### src/rtl/core_pipe_fetch_buffer_pkg.sv
// Shared widths and length-code constants for the fetch buffer and its pre-decoder.
// Also holds the small helpers used to classify halfwords.
package core_pipe_fetch_buffer_pkg;

    localparam int XL           = 31;
    localparam int FD_IBUF_R    = 31;
    localparam int FD_ERR_R     = 1;
    localparam int HW_PER_FETCH = 4;

    localparam logic [1:0]  LEN32_CODE    = 2'b11;
    localparam logic [XL:0] PC_ALIGN_MASK = {{XL{1'b1}}, 1'b0};

    function automatic logic hw_is_32(input logic [15:0] hw);
        return (hw[1:0] == LEN32_CODE);
    endfunction

endpackage

### src/rtl/core_pipe_fetch_buffer_chk.sv
// Protocol checks on the decode-side eat handshake.
module core_pipe_fetch_buffer_chk (
    input logic       g_clk,
    input logic       g_resetn,
    input logic       s2_eat_2,
    input logic       s2_eat_4,
    input logic [1:0] eat_hw
);

    a_eat_exclusive: assert property (@(posedge g_clk) disable iff (!g_resetn)
        !(s2_eat_2 && s2_eat_4));

    a_eat2_matches: assert property (@(posedge g_clk) disable iff (!g_resetn)
        s2_eat_2 |-> (eat_hw == 2'd1));

    a_eat4_matches: assert property (@(posedge g_clk) disable iff (!g_resetn)
        s2_eat_4 |-> (eat_hw == 2'd2));

endmodule

### src/rtl/core_pipe_fetch_predecode.sv
// Combinational length pre-decode of the buffer head.
// A faulting head is always treated as 16-bit so a missing upper half cannot stall decode.
module core_pipe_fetch_predecode
    import core_pipe_fetch_buffer_pkg::*;
(
    input  logic [15:0] hw0,
    input  logic        err0,
    input  logic [3:0]  occ,
    output logic        s1_16bit,
    output logic        s1_32bit,
    output logic [1:0]  eat_hw
);

    // Classify the head halfword and report how many halfwords it occupies.
    always_comb begin
        s1_16bit = 1'b0;
        s1_32bit = 1'b0;
        eat_hw   = 2'd0;
        if (occ == 4'd0) begin
            s1_16bit = 1'b0;
            s1_32bit = 1'b0;
            eat_hw   = 2'd0;
        end else if (hw_is_32(hw0) && !err0) begin
            if (occ >= 4'd2) begin
                s1_32bit = 1'b1;
                eat_hw   = 2'd2;
            end else begin
                s1_32bit = 1'b0;
                eat_hw   = 2'd0;
            end
        end else begin
            s1_16bit = 1'b1;
            eat_hw   = 2'd1;
        end
    end

endmodule

### src/rtl/core_pipe_fetch_buffer.sv
// Halfword fetch queue and instruction aligner between instruction memory and decode.
// Presents one 16- or 32-bit instruction per cycle and retires what decode eats.
module core_pipe_fetch_buffer
    import core_pipe_fetch_buffer_pkg::*;
#(
    parameter int BUF_HW  = 8,
    parameter int FETCH_W = 64
) (
    input  logic                g_clk,
    input  logic                g_resetn,
    input  logic                cf_req,
    input  logic [XL:0]         cf_target,
    input  logic                f_rsp_valid,
    output logic                f_rsp_ready,
    input  logic [FETCH_W-1:0]  f_rsp_data,
    input  logic                f_rsp_error,
    output logic                s1_16bit,
    output logic                s1_32bit,
    output logic [FD_IBUF_R:0]  s1_instr,
    output logic [XL:0]         s1_pc,
    output logic [FD_ERR_R:0]   s1_ferr,
    input  logic                s2_eat_2,
    input  logic                s2_eat_4
);

    logic [15:0]       hw_r   [BUF_HW];
    logic [BUF_HW-1:0] err_r;
    logic [3:0]        occ_r;
    logic [XL:0]       pc_r;
    logic [1:0]        drop_r;

    logic [15:0]       hw_n_s [BUF_HW];
    logic [BUF_HW-1:0] err_n_s;
    logic [3:0]        occ_n_s;
    logic [XL:0]       pc_n_s;
    logic [1:0]        drop_n_s;

    logic [15:0]       rsp_hw_s [HW_PER_FETCH];
    logic [3:0]        sh_idx_s [BUF_HW];
    logic [3:0]        rel_s    [BUF_HW];
    logic [1:0]        fetch_idx_s [BUF_HW];
    logic [BUF_HW-1:0] fill_sel_s;
    logic              accept_s;
    logic [3:0]        eaten_s;
    logic [3:0]        base_s;
    logic [3:0]        keep_s;
    logic              pd_16_s;
    logic              pd_32_s;
    logic [1:0]        pd_eat_hw_s;

    // Ready depends only on registered occupancy so eats never reach it combinationally.
    assign f_rsp_ready = (occ_r <= 4'd4);
    assign accept_s    = f_rsp_valid && f_rsp_ready;
    assign s1_pc       = pc_r;
    assign s1_16bit    = pd_16_s;
    assign s1_32bit    = pd_32_s;

    // Split the fetch response into halfwords and work out eat and fill amounts.
    always_comb begin
        for (int j = 0; j < HW_PER_FETCH; j++) begin
            rsp_hw_s[j] = f_rsp_data[16*j +: 16];
        end
        eaten_s = 4'd0;
        if (s2_eat_4) begin
            eaten_s = 4'd2;
        end else if (s2_eat_2) begin
            eaten_s = 4'd1;
        end else begin
            eaten_s = 4'd0;
        end
        base_s   = occ_r - eaten_s;
        keep_s   = 4'd4 - {2'b00, drop_r};
        occ_n_s  = base_s + (accept_s ? keep_s : 4'd0);
        pc_n_s   = pc_r + {{(XL-4){1'b0}}, eaten_s, 1'b0};
        drop_n_s = accept_s ? 2'b00 : drop_r;
    end

    // Shift out eaten halfwords, then append the kept part of an accepted response.
    always_comb begin
        for (int i = 0; i < BUF_HW; i++) begin
            sh_idx_s[i]    = 4'(i) + eaten_s;
            rel_s[i]       = 4'(i) - base_s;
            fill_sel_s[i]  = accept_s && (4'(i) >= base_s) && (rel_s[i] < keep_s);
            fetch_idx_s[i] = rel_s[i][1:0] + drop_r;
            if (fill_sel_s[i]) begin
                hw_n_s[i]  = rsp_hw_s[fetch_idx_s[i]];
                err_n_s[i] = f_rsp_error;
            end else if (!sh_idx_s[i][3]) begin
                hw_n_s[i]  = hw_r[sh_idx_s[i][2:0]];
                err_n_s[i] = err_r[sh_idx_s[i][2:0]];
            end else begin
                hw_n_s[i]  = 16'h0000;
                err_n_s[i] = 1'b0;
            end
        end
    end

    // Queue state; a control-flow change overrides any eat or fill in the same cycle.
    always_ff @(posedge g_clk or negedge g_resetn) begin
        if (!g_resetn) begin
            for (int i = 0; i < BUF_HW; i++) begin
                hw_r[i] <= 16'h0000;
            end
            err_r  <= '0;
            occ_r  <= 4'd0;
            pc_r   <= '0;
            drop_r <= 2'b00;
        end else if (cf_req) begin
            occ_r  <= 4'd0;
            pc_r   <= cf_target & PC_ALIGN_MASK;
            drop_r <= cf_target[2:1];
        end else begin
            hw_r   <= hw_n_s;
            err_r  <= err_n_s;
            occ_r  <= occ_n_s;
            pc_r   <= pc_n_s;
            drop_r <= drop_n_s;
        end
    end

    core_pipe_fetch_predecode u_predecode (
        .hw0      (hw_r[0]),
        .err0     (err_r[0]),
        .occ      (occ_r),
        .s1_16bit (pd_16_s),
        .s1_32bit (pd_32_s),
        .eat_hw   (pd_eat_hw_s)
    );

    // Assemble the presented instruction and its per-halfword fault flags.
    always_comb begin
        s1_instr = '0;
        s1_ferr  = '0;
        if (pd_32_s) begin
            s1_instr = {hw_r[1], hw_r[0]};
            s1_ferr  = {err_r[1], 1'b0};
        end else if (pd_16_s) begin
            s1_instr = {16'h0000, hw_r[0]};
            s1_ferr  = {1'b0, err_r[0]};
        end else begin
            s1_instr = '0;
            s1_ferr  = '0;
        end
    end

    core_pipe_fetch_buffer_chk u_chk (
        .g_clk    (g_clk),
        .g_resetn (g_resetn),
        .s2_eat_2 (s2_eat_2),
        .s2_eat_4 (s2_eat_4),
        .eat_hw   (pd_eat_hw_s)
    );

endmodule

### config.mk
export PLATFORM = sky130hd
export DESIGN_NAME = core_pipe_fetch_buffer
export DESIGN_NICKNAME = d
export VERILOG_FILES = /design/src/rtl/core_pipe_fetch_buffer_pkg.sv /design/src/rtl/core_pipe_fetch_buffer_chk.sv /design/src/rtl/core_pipe_fetch_predecode.sv /design/src/rtl/core_pipe_fetch_buffer.sv
export SDC_FILE = /design/constraint.sdc
export NUM_CORES = 1
export LEC_CHECK = 0
export ABC_CLOCK_PERIOD_IN_PS = 5850
export BUFFER_PORTS_ARGS = -buffer_cell sky130_fd_sc_hd__buf_4
export CAP_MARGIN = 10
export CORE_MARGIN = 2
export CORE_UTILIZATION = 40
export DETAILED_ROUTE_END_ITERATION = 8
export GPL_TIMING_DRIVEN = 0
export SYNTH_ARGS = -nofsm -noshare
export SYNTH_HDL_FRONTEND = slang
export SYNTH_SLANG_ARGS = --single-unit
### constraint.sdc
create_clock -name g_clk -period 5.85 [get_ports g_clk]
set_input_delay 0.8775 -clock g_clk [delete_from_list [all_inputs] [get_ports g_clk]]
set_output_delay 0.8775 -clock g_clk [all_outputs]
set_load 0.02 [all_outputs]
# After elaboration in Yosys (flattened, before gate mapping)
# Index checks and enable logic that the tools add are counted.
# word_totals
register_bits	174
inputBits	103
out_inout_bits	69
word_cells	231
# op_classes
n_addsub	27
order_cmp	42
n_eq_ne	1
n_mux	112
n_bitwise	16
reduce_logical	21
# ops
cell	n
$mux W16	49
$bmux W16 S3	8
$bmux W16 S2	8
$mux W32	2
$add A32 B5 Y32	1
$ge A4 B4 Y1 const B	8
$lt A3 B4 Y1 const B	8
$lt A4 B4 Y1	8
$not A3 Y4	8
$mux W1	31
$bmux W1 S3	8
$ge A3 B3 Y1 const B	8
$not A2 Y3	8
$logic_and A1 B1 Y1	18
$add A2 B2 Y2	8
$add A3 B4 Y4 const A	4
$ge A3 B4 Y1 const A	4
$sub A3 B4 Y4 const A	4
$mux W4	3
$add A2 B4 Y4 const A	2
$ge A1 B4 Y1 const A	2
$ge A2 B4 Y1 const A	2
$sub A1 B4 Y4 const A	2
$sub A2 B4 Y4 const A	2
other kinds (11)	13

# Logic depth before layout (Yosys ltp)
# Gate-level depths: netlist (run 1).
# logic_depth
depth_word	10
ltp_mapped	19
ltp_nobuf	13

# By module
# A second synthesis (run 1) with hierarchy kept.
# unflattened
cells_unflattened	1736
hier_area_um2	14106.0
# modules_own_cells
mod	n_inst	cells_per_inst	area_each_um2	seq_area_each_um2
core_pipe_fetch_buffer	1	1729	14059.7	4329.2
core_pipe_fetch_predecode	1	7	46.3	0.0

# Least setup slack after synthesis (run 1)
# Ideal clock, no wire load.
# synth_timing
path_kind	input port to flip-flop
start	in s2_eat_2
end	reg hw_r[53] in the netlist's numbering
setup_ps	126
arrival_time_ps	4741
required_time_ps	5724
path_slack_ps	983
stages	17
cell_sequence	clkbuf_1 -> buf_2 -> buf_2 -> buf_2 -> nor2b_1 -> ha_1 -> fa_1 -> buf_4 -> inv_1 -> ha_1 -> xnor2_1 -> buf_2 -> clkbuf_1 -> nand4_1 -> o311ai_0 -> nor4_1 -> a221o_1
# synth_between
elab_chain_cells	10
# synth_lines
element	line	text
start: declaration	core_pipe_fetch_buffer.sv:22	input logic s2_eat_2,
$mux W1 *	core_pipe_fetch_buffer.sv:66	end else if (s2_eat_2) begin
$mux W4 *	core_pipe_fetch_buffer.sv:64	if (s2_eat_4) begin
$sub A4 B4 Y4	core_pipe_fetch_buffer.sv:71	base_s = occ_r - eaten_s;
$sub A3 B4 Y4	core_pipe_fetch_buffer.sv:82	rel_s[i] = 4'(i) - base_s;
$add A2 B2 Y2	core_pipe_fetch_buffer.sv:84	fetch_idx_s[i] = rel_s[i][1:0] + drop_r;
$not A2 Y3 (implied by the code)	core_pipe_fetch_buffer.sv:86	hw_n_s[i] = rsp_hw_s[fetch_idx_s[i]];
$bmux W16 S2	core_pipe_fetch_buffer.sv:86	
$mux W16 (implied by the code) (2 in a row)	core_pipe_fetch_buffer.sv:86	
$mux W16 *	core_pipe_fetch_buffer.sv:85	if (fill_sel_s[i]) begin
end signal: assignment	core_pipe_fetch_buffer.sv:113	hw_r <= hw_n_s;
end: declaration	core_pipe_fetch_buffer.sv:26	logic [15:0] hw_r [BUF_HW];
# Mark *: on every way between the ends. The rest lies on a longest branch, timed or not. The select of a mux whose other input is x is not followed.
# A chain may end at the register's enable or synchronous reset.

# Final worst setup path (run 1)
# layout_timing
start	in s2_eat_2
end	reg hw_r[90] in the netlist's numbering
# layout_between
elab_chain_cells	10
# layout_lines
element	line
$mux W1 *	core_pipe_fetch_buffer.sv:66
$mux W4 *	core_pipe_fetch_buffer.sv:64
$sub A4 B4 Y4	core_pipe_fetch_buffer.sv:71
$sub A2 B4 Y4	core_pipe_fetch_buffer.sv:82
$add A2 B2 Y2	core_pipe_fetch_buffer.sv:84
$not A2 Y3 (implied by the code)	core_pipe_fetch_buffer.sv:86
$bmux W16 S2	core_pipe_fetch_buffer.sv:86
$mux W16 (implied by the code) (2 in a row)	core_pipe_fetch_buffer.sv:86
$mux W16 *	core_pipe_fetch_buffer.sv:85
# Marks and branches as above.

==> summary.md, run 1 <==
| Metric | Value |
|---|---|
| Crit Reg-Reg Endpoint | `hw_r[90]` |
| Area inside the core boundary | `0.03454 mm²` |
| Overall routed net length | `53090 µm` |
| Number of distinct standard cells referenced by the synthesized netlist | `59` |
| Average wire length per cell after detail routing | `22.14 µm` |
| Max-cap check violation count | `0` |
| Peak supply drop | `about 0.27 mV` |
| Remaining max-slew budget at the tightest pin | `11.60%` |
| Cells after synthesis | `1745` |
| Final-report max-slew violation count | `0` |
| Number of warnings printed during yosys synthesis | `0` |
| Starting Density | `40.52%` |
| RSZ-0062 raised after global routing | `no` |
| Placement Rows | `68` |
| Post-route insts no fill | `about 2400` |
| Number of nets in the layout | `2065` |
| Number of global-route vias before repair | `13740` |
| Placer congestion estimate | `~0.96` |
| Slew @ Worst Pin | `1.314 ns` |
| Worst hold margin | `just under 0.4 ns` |
| Die extent in x | `191.1 µm` |
| Worst setup path class | `primary input to register` |
| Arrival time of data at the critical path endpoint | `5.82 ns` |
| Layout area overhead | `17.47%` |
| Fraction of synthesis flops using an asynchronous set or reset pin | `100.0%` |
| Power density over the cells | `493.7 mW/mm²` |
| Post-Route Utilization | `roughly 48%` |
| Global-route wire length before repair | `between 80000 and 90000 µm` |
| Synthesized Nets | `1880` |
| Flop and latch count out of synthesis | `173` |
| Maximum clock rate | `182.3 MHz` |
| Initial antenna violation count | `0` |
| Number of cells in the design after placement | `around 2400` |
| Vias | `roughly 14000` |
| Outcome | `finished clean` |
| Cells on worst reg2reg path | `13` |
| Post-detailed-route DRC marker count | `0` |
| Share of the cycle needed by the critical path after routing | `93.78%` |
| Violation count after the first detailed-route iteration | `1541` |
| Flip-flop cell with the highest count after synthesis | `dfrtp_1` |
| Leading cell type by number of instances after synthesis | `nand2_1` |
| Share of the yosys chip area belonging to registers | `30.93%` |
| Count of flip-flops with a built-in enable after synthesis | `0` |
| Post-CTS setup buffers | `0` |
| I/O Pins | `172` |
| Synth top cells by count | `nand2_1, dfrtp_1, nor2_1` |
| Maximum fanout along the worst path | `19` |
| Endpoints failing setup | `0` |
| Maximum level of the CTS H-tree | `4` |
| Gr usage total | `29.35%` |
| Clk buf depth | `2` |
| Worst Skew | `0.008411 ns` |
| Sink Count | `173` |
| Post-route ant nets | `0` |
| Port Buffers | `roughly 170` |
| Setup slack on the worst flop-to-flop path | `1.33 ns` |
| Cell area after synthesis | `0.01400 mm²` |
| Total overflow reported by the global router | `0` |
| Post-layout total power | `8.118 mW` |
| Overall die height | `~190 µm` |
| Clock-pin slew on the worst setup and hold paths | `0.07 ns` |
| Area fraction of the dominant cell type after synthesis | `30.93%` |
| Share of cells above drive strength 1 | `~15%` |
| Capturing element type of the critical path | `register` |
| Dpl ws | `-0.8758 ns` |
| Hpwl dp | `41700 µm` |
| Class of the most critical hold timing path | `primary input to asynchronous set/reset pin` |
| Avg Cell Area, Syn | `8.022 µm²` |
| TritonCTS clock tree | `built` |
| Clock root buffer | `clkbuf_16` |
| Vias/cell | `5.920` |
| Final hold viol count | `0` |
| Pleak | `7.265 nW` |
| Period minus WS final | `5.486 ns` |
| Inserted Clock Buffers | `17` |
| Largest cells by area after synthesis | `dfrtp_1, mux2i_1, nand2_1` |
| Worst-case setup margin in the final layout | `0.3640 ns` |
| Ant diodes | `0` |
| CP Launch Type | `primary input` |
| Top cell type by total area after synthesis | `dfrtp_1` |
| Reg2Reg Launch Point | `occ_r[0]` |
| Pin count of the biggest net entering global routing | `100` |
| Area of the die | `0.03651 mm²` |
| Req. time, crit path | `just over 6 ns` |
| Clock network latency to the later pin of the worst-skew pair | `0.44 ns` |
| Number of search-and-repair iterations in the first detailed-routing pass | `6` |
-- area by class of cell --
cell class | count | area, µm²
buffer | 148 | 656.9
clock buffer | 21 | 460.4
clock inverter | 11 | 117.6
fill | 3442 | 18100
inverter | 33 | 123.9
multi-input combinational | 1388 | 8890
sequential | 173 | 4329
tap | 455 | 569.3
timing repair buffer | 169 | 1296
-- cell families after synthesis --
family,Yosys count,share of synthesized area [%]
mux,195,15.51
simple gates,699,22.69
buf+inv,184,5.631
fa+ha+maj,32,3.021
compound gates,418,19.14
other cells,1,0.02679
flops,173,30.93
xor+xnor,43,3.057
-- power by group --
part	total, mW	leakage [nW]	internal, mW	switching, mW
clock network	1.15	0.283	0.649	0.501
logic	4.89	4.69	1.78	3.11
registers	2.08	2.30	1.60	0.482
-- timing repair --
| item | CTS | global route |
|---|---|---|
| gates resized for setup | 4 | 1 |
| hold buffers | 0 | 0 |
| setup endpoints to repair | 46 | 62 |
-- layout by cell type (no fill, tap or decap), types with 24 or more instances in the layout --
cell type,instances
buf_4,177
ha_1,29
inv_1,33
xor2_1,24
o21ai_0,166
a221o_1,45
a31oi_1,31
a21oi_1,75
dfrtp_1,173
clkbuf_1,102
nor2_1,170
mux2i_1,164
nor3_1,128
nand3_1,33
a211oi_1,30
buf_2,25
and2_1,51
nand2_1,239
-- worst max-delay path, stage by stage --
cell and delay (ns):
clkbuf_1 0.14, buf_2 0.35, buf_4 0.44, nor2b_2 0.35, ha_1 0.24, fa_1 0.56
buf_4 0.26, inv_1 0.16, ha_1 0.34, xnor3_1 0.36, buf_2 0.26, clkbuf_1 0.48
nand2_1 0.12, a31oi_1 0.46, mux2i_1 0.16, o21ai_0 0.23
-- state kept, by name (all words and copies together) (netlist names) --
register / count
hw_r: 128
s1_pc: 31
drop_r: 2
err_r: 8
occ_r: 4
-- how the worst max path moves through the flow --
stage	startpoint	to	slack [ns]	cells past startpoint
finish	s2_eat_2	hw_r[90]	0.36	16
detailed placement	s2_eat_2	hw_r[117]	-0.88	16
global placement	s2_eat_2	hw_r[117]	-0.84	16
global route	s2_eat_2	hw_r[125]	0.01	17
floorplan	s2_eat_2	hw_r[53]	0.98	17
CTS	s2_eat_2	hw_r[125]	0.05	18
-- stage by stage --
step	TNS [ns]	instance area, µm²
after floorplan	0	14000
after global placement	-33.18	15830
after detailed placement	-34.07	15860
after CTS	0	16450
after global routing	0	16440
final	0	16440
-- layer usage --
layer  vias up  global-route usage (%)  wire length (µm)
met3        82                   3.984              4526
met4         0                   8.580              1213
li1       6626                       -                 -
met1      6814                   42.21             23700
met2       675                   45.85             23650
met5         -                       0                 0
Power figures use the tool's default switching activity.
==> run 2: changes to the inputs <==
--- a/config.mk
+++ b/config.mk
@@ -5,7 +5,7 @@
 export SDC_FILE = /design/constraint.sdc
 export NUM_CORES = 1
 export LEC_CHECK = 0
-export ABC_CLOCK_PERIOD_IN_PS = 5850
+export ABC_CLOCK_PERIOD_IN_PS = 5940
 export BUFFER_PORTS_ARGS = -buffer_cell sky130_fd_sc_hd__buf_4
 export CAP_MARGIN = 10
 export CORE_MARGIN = 2
@@ -14,4 +14,5 @@
 export GPL_TIMING_DRIVEN = 0
 export SYNTH_ARGS = -nofsm -noshare
 export SYNTH_HDL_FRONTEND = slang
+export SYNTH_HIERARCHICAL = 1
 export SYNTH_SLANG_ARGS = --single-unit
==> constraint.sdc (replaced) <==
create_clock -name g_clk -period 5.94 [get_ports g_clk]
set_input_delay 0.891 -clock g_clk [delete_from_list [all_inputs] [get_ports g_clk]]
set_output_delay 0.891 -clock g_clk [all_outputs]
set_load 0.02 [all_outputs]
==> summary.md, run 2 <==
| Metric | Value |
|---|---|
| Overall die height | `191.7 µm (+0.32%)` |
| Area inside the core boundary | `0.03463 mm² (+0.25%)` |
| Gr usage total | `31.26% (+1.9 points)` |
| Req. time, crit path | `6.28 ns (+0.09 ns)` |
| Capturing element type of the critical path | `register` |
| Dpl ws | `-0.5795 ns (+0.2962 ns)` |
| Vias | `14780 (+4.1%)` |
| Violation count after the first detailed-route iteration | `1514 (-1.8%)` |
| Avg Cell Area, Syn | `8.126 µm² (+1.3%)` |
| Vias/cell | `6.185 (+4.5%)` |
| Outcome | `finished clean` |
| Placement Rows | `68 (unchanged)` |
| Cells on worst reg2reg path | `14 (+1)` |
| Post-layout total power | `7.516 mW (-7.4%)` |
| Placer congestion estimate | `0.9766 (+2.0%)` |
| Global-route wire length before repair | `86370 µm (+5.2%)` |
| Cell area after synthesis | `0.01409 mm² (+0.66%)` |
| Clk buf depth | `2 (unchanged)` |
| Clock root buffer | `clkbuf_16` |
| Pleak | `7.329 nW (+0.88%)` |
| Number of warnings printed during yosys synthesis | `6 (+6)` |
| Inserted Clock Buffers | `17 (unchanged)` |
| Worst Skew | `0.01084 ns (+0.002430 ns)` |
| Arrival time of data at the critical path endpoint | `5.90 ns (+0.08 ns)` |
| Number of nets in the layout | `2054 (-0.53%)` |
| Proportion of power drawn by flip-flops and latches | `26.0% (+0.4 points)` |
| Detailed-routed wire length on met2 | `26030 µm (+10%)` |
| I/O Pins | `172 (unchanged)` |
| Max-cap check violation count | `0 (unchanged)` |
| Setup slack on the worst flop-to-flop path | `1.40 ns (+0.07 ns)` |
| Commonest non-fill, non-tap cell in the layout | `nand2_1` |
| Remaining max-slew budget at the tightest pin | `26.47% (+15 points)` |
| Reg2Reg Launch Point | `occ_r[0]` |
| Worst setup path class | `primary input to register` |
| Number of search-and-repair iterations in the first detailed-routing pass | `5 (-1)` |
| RSZ-0062 raised after global routing | `no` |
| Capturing element of the worst setup path | `hw_r[120]` |
| Pin count of the biggest net entering global routing | `100 (unchanged)` |
| Largest register by flop count | `hw_r` |
| Maximum level of the CTS H-tree | `4 (unchanged)` |
| Post-route ant nets | `0 (unchanged)` |
| Overall routed net length | `57430 µm (+8.2%)` |
| Leading cell types in the layout, fill and taps excluded | `nand2_1, dfrtp_1, buf_4` |
| Synthesized Nets | `1866 (-0.74%)` |
| # hold bufs at CTS | `0 (unchanged)` |
| M1 WL | `25380 µm (+7.1%)` |
| Endpoints failing setup | `0 (unchanged)` |
| Ant diodes | `0 (unchanged)` |
| Power density over the cells | `452.7 mW/mm² (-8.3%)` |
| Share of the cycle needed by the critical path after routing | `93.55%` |
| TritonCTS clock tree | `built` |
| Number of global-route vias before repair | `14290 (+4.0%)` |
| P_sw | `3.747 mW (-8.3%)` |
| Peak supply drop | `0.1992 mV (-27%)` |
| CP Launch Type | `primary input` |
| Maximum clock rate | `around 180 MHz` |
| Switch share | `49.85% (-0.50 points)` |
| Share of cells above drive strength 1 | `14.06% (-0.66 points)` |
| Port Buffers | `168 (unchanged)` |
| Sink Count | `173 (unchanged)` |
| Combinational share of power | `57.7% (-2.5 points)` |
| Crit Reg-Reg Endpoint | `hw_r[120]` |
| Initial antenna violation count | `1 (+1)` |
| Slew @ Worst Pin | `1.095 ns (-0.2193 ns)` |
| Launching instance or port of the critical path | `s2_eat_4` |
| Internal power component | `3.769 mW (-6.5%)` |
| Area of the die | `0.03675 mm² (+0.65%)` |
| Top Metal Used | `met4` |
| Post-detailed-route DRC marker count | `0 (unchanged)` |
| Detail Route met3 WL | `4522 µm (about the same)` |
| Clock network latency to the later pin of the worst-skew pair | `0.44 ns (about the same)` |
| Share of power burned in the clock network | `16.2% (+2.0 points)` |
| Total overflow reported by the global router | `0 (unchanged)` |
| Hpwl dp | `44900 µm (+7.7%)` |
| Number of flip-flops under the largest register name | `128 (unchanged)` |
| Clock-pin slew on the worst setup and hold paths | `0.07 ns (about the same)` |
| Final hold viol count | `0 (unchanged)` |
| Starting Density | `40.69% (+0.17 points)` |
| Class of the most critical hold timing path | `primary input to asynchronous set/reset pin` |
| Cells after synthesis | `1734 (-0.63%)` |
| Layout area overhead | `17.82%` |
| Final-report max-slew violation count | `0 (unchanged)` |
| Die extent in x | `191.7 µm (+0.32%)` |
| Worst-case setup margin in the final layout | `0.3830 ns (+0.01901 ns)` |
| Maximum fanout along the worst path | `11 (-8)` |
| Period minus WS final | `about 5.6 ns` |
| Average wire length per cell after detail routing | `24.03 µm (+8.5%)` |
-- run 2: final cells by class --
| type | instances | area (µm²) |
|---|---|---|
| tap | 455 | 569.3 |
| multi-input combinational | 1363 | 8952 |
| buffer | 155 | 659.4 |
| clock inverter | 14 | 191.4 |
| timing repair buffer | 169 | 1296 |
| sequential | 173 | 4329 |
| clock buffer | 18 | 439.2 |
| inverter | 43 | 165.2 |
| fill | 3431 | 18030 |
-- run 2: routing by layer --
metal  vias up  track usage, %
met4         0           10.24
li1       6745               -
met3       117           4.568
met2       779           49.61
met1      7140           43.66
met5         -               0
-- run 2: timing repair --
action                     4_1_cts  5_1_grt
gates resized for setup          2        4
setup buffers                    0        0
setup endpoints to repair       10       32
cloned                           0        0
-- run 2: worst min path at each step --
stage,startpoint,end,depth (start not counted)
2_1_floorplan,hw_r[15],hw_r[15],2
3_3_place_gp,hw_r[20],hw_r[20],1
3_5_place_dp,hw_r[16],hw_r[16],1
4_1_cts,g_resetn,occ_r[1],1
5_1_grt,g_resetn,occ_r[1],1
6_report,g_resetn,occ_r[1],1
-- run 2: worst max-delay path: stages --
cell and delay (ns):
buf_4 0.08, clkbuf_1 0.42, clkbuf_1 0.40, inv_1 0.28
fa_2 0.82, ha_1 0.33, inv_1 0.13, clkbuf_2 0.32
clkbuf_2 0.41, ha_1 0.31, a21o_1 0.20, a21oi_1 0.25
nand3_1 0.43, clkbuf_1 0.35, o21ai_0 0.22
-- run 2: stage by stage --
step	instance area (µm²)	cells	setup TNS, ns	util [%]	hold WS, ns
after detailed placement	15960	2358	-15.31	46.08	0.5126
after global routing	16600	2390	0	47.94	0.4480
after CTS	16590	2390	0	47.92	0.4332
final	16600	2390	0	47.94	0.3988
after floorplan	14090	1734	0	-	0.4814
after global placement	15920	2357	-14.31	45.98	0.5095
-- run 2: power groups by stage --
stage	sequential [mW]	clock, mW	combinational (mW)
2_1_floorplan	1.85	0	2.74
3_3_place_gp	1.94	0	4.16
3_5_place_dp	1.96	0	4.20
4_1_cts	1.94	1.23	4.22
5_1_grt	2.01	1.27	4.66
6_report	1.96	1.22	4.34
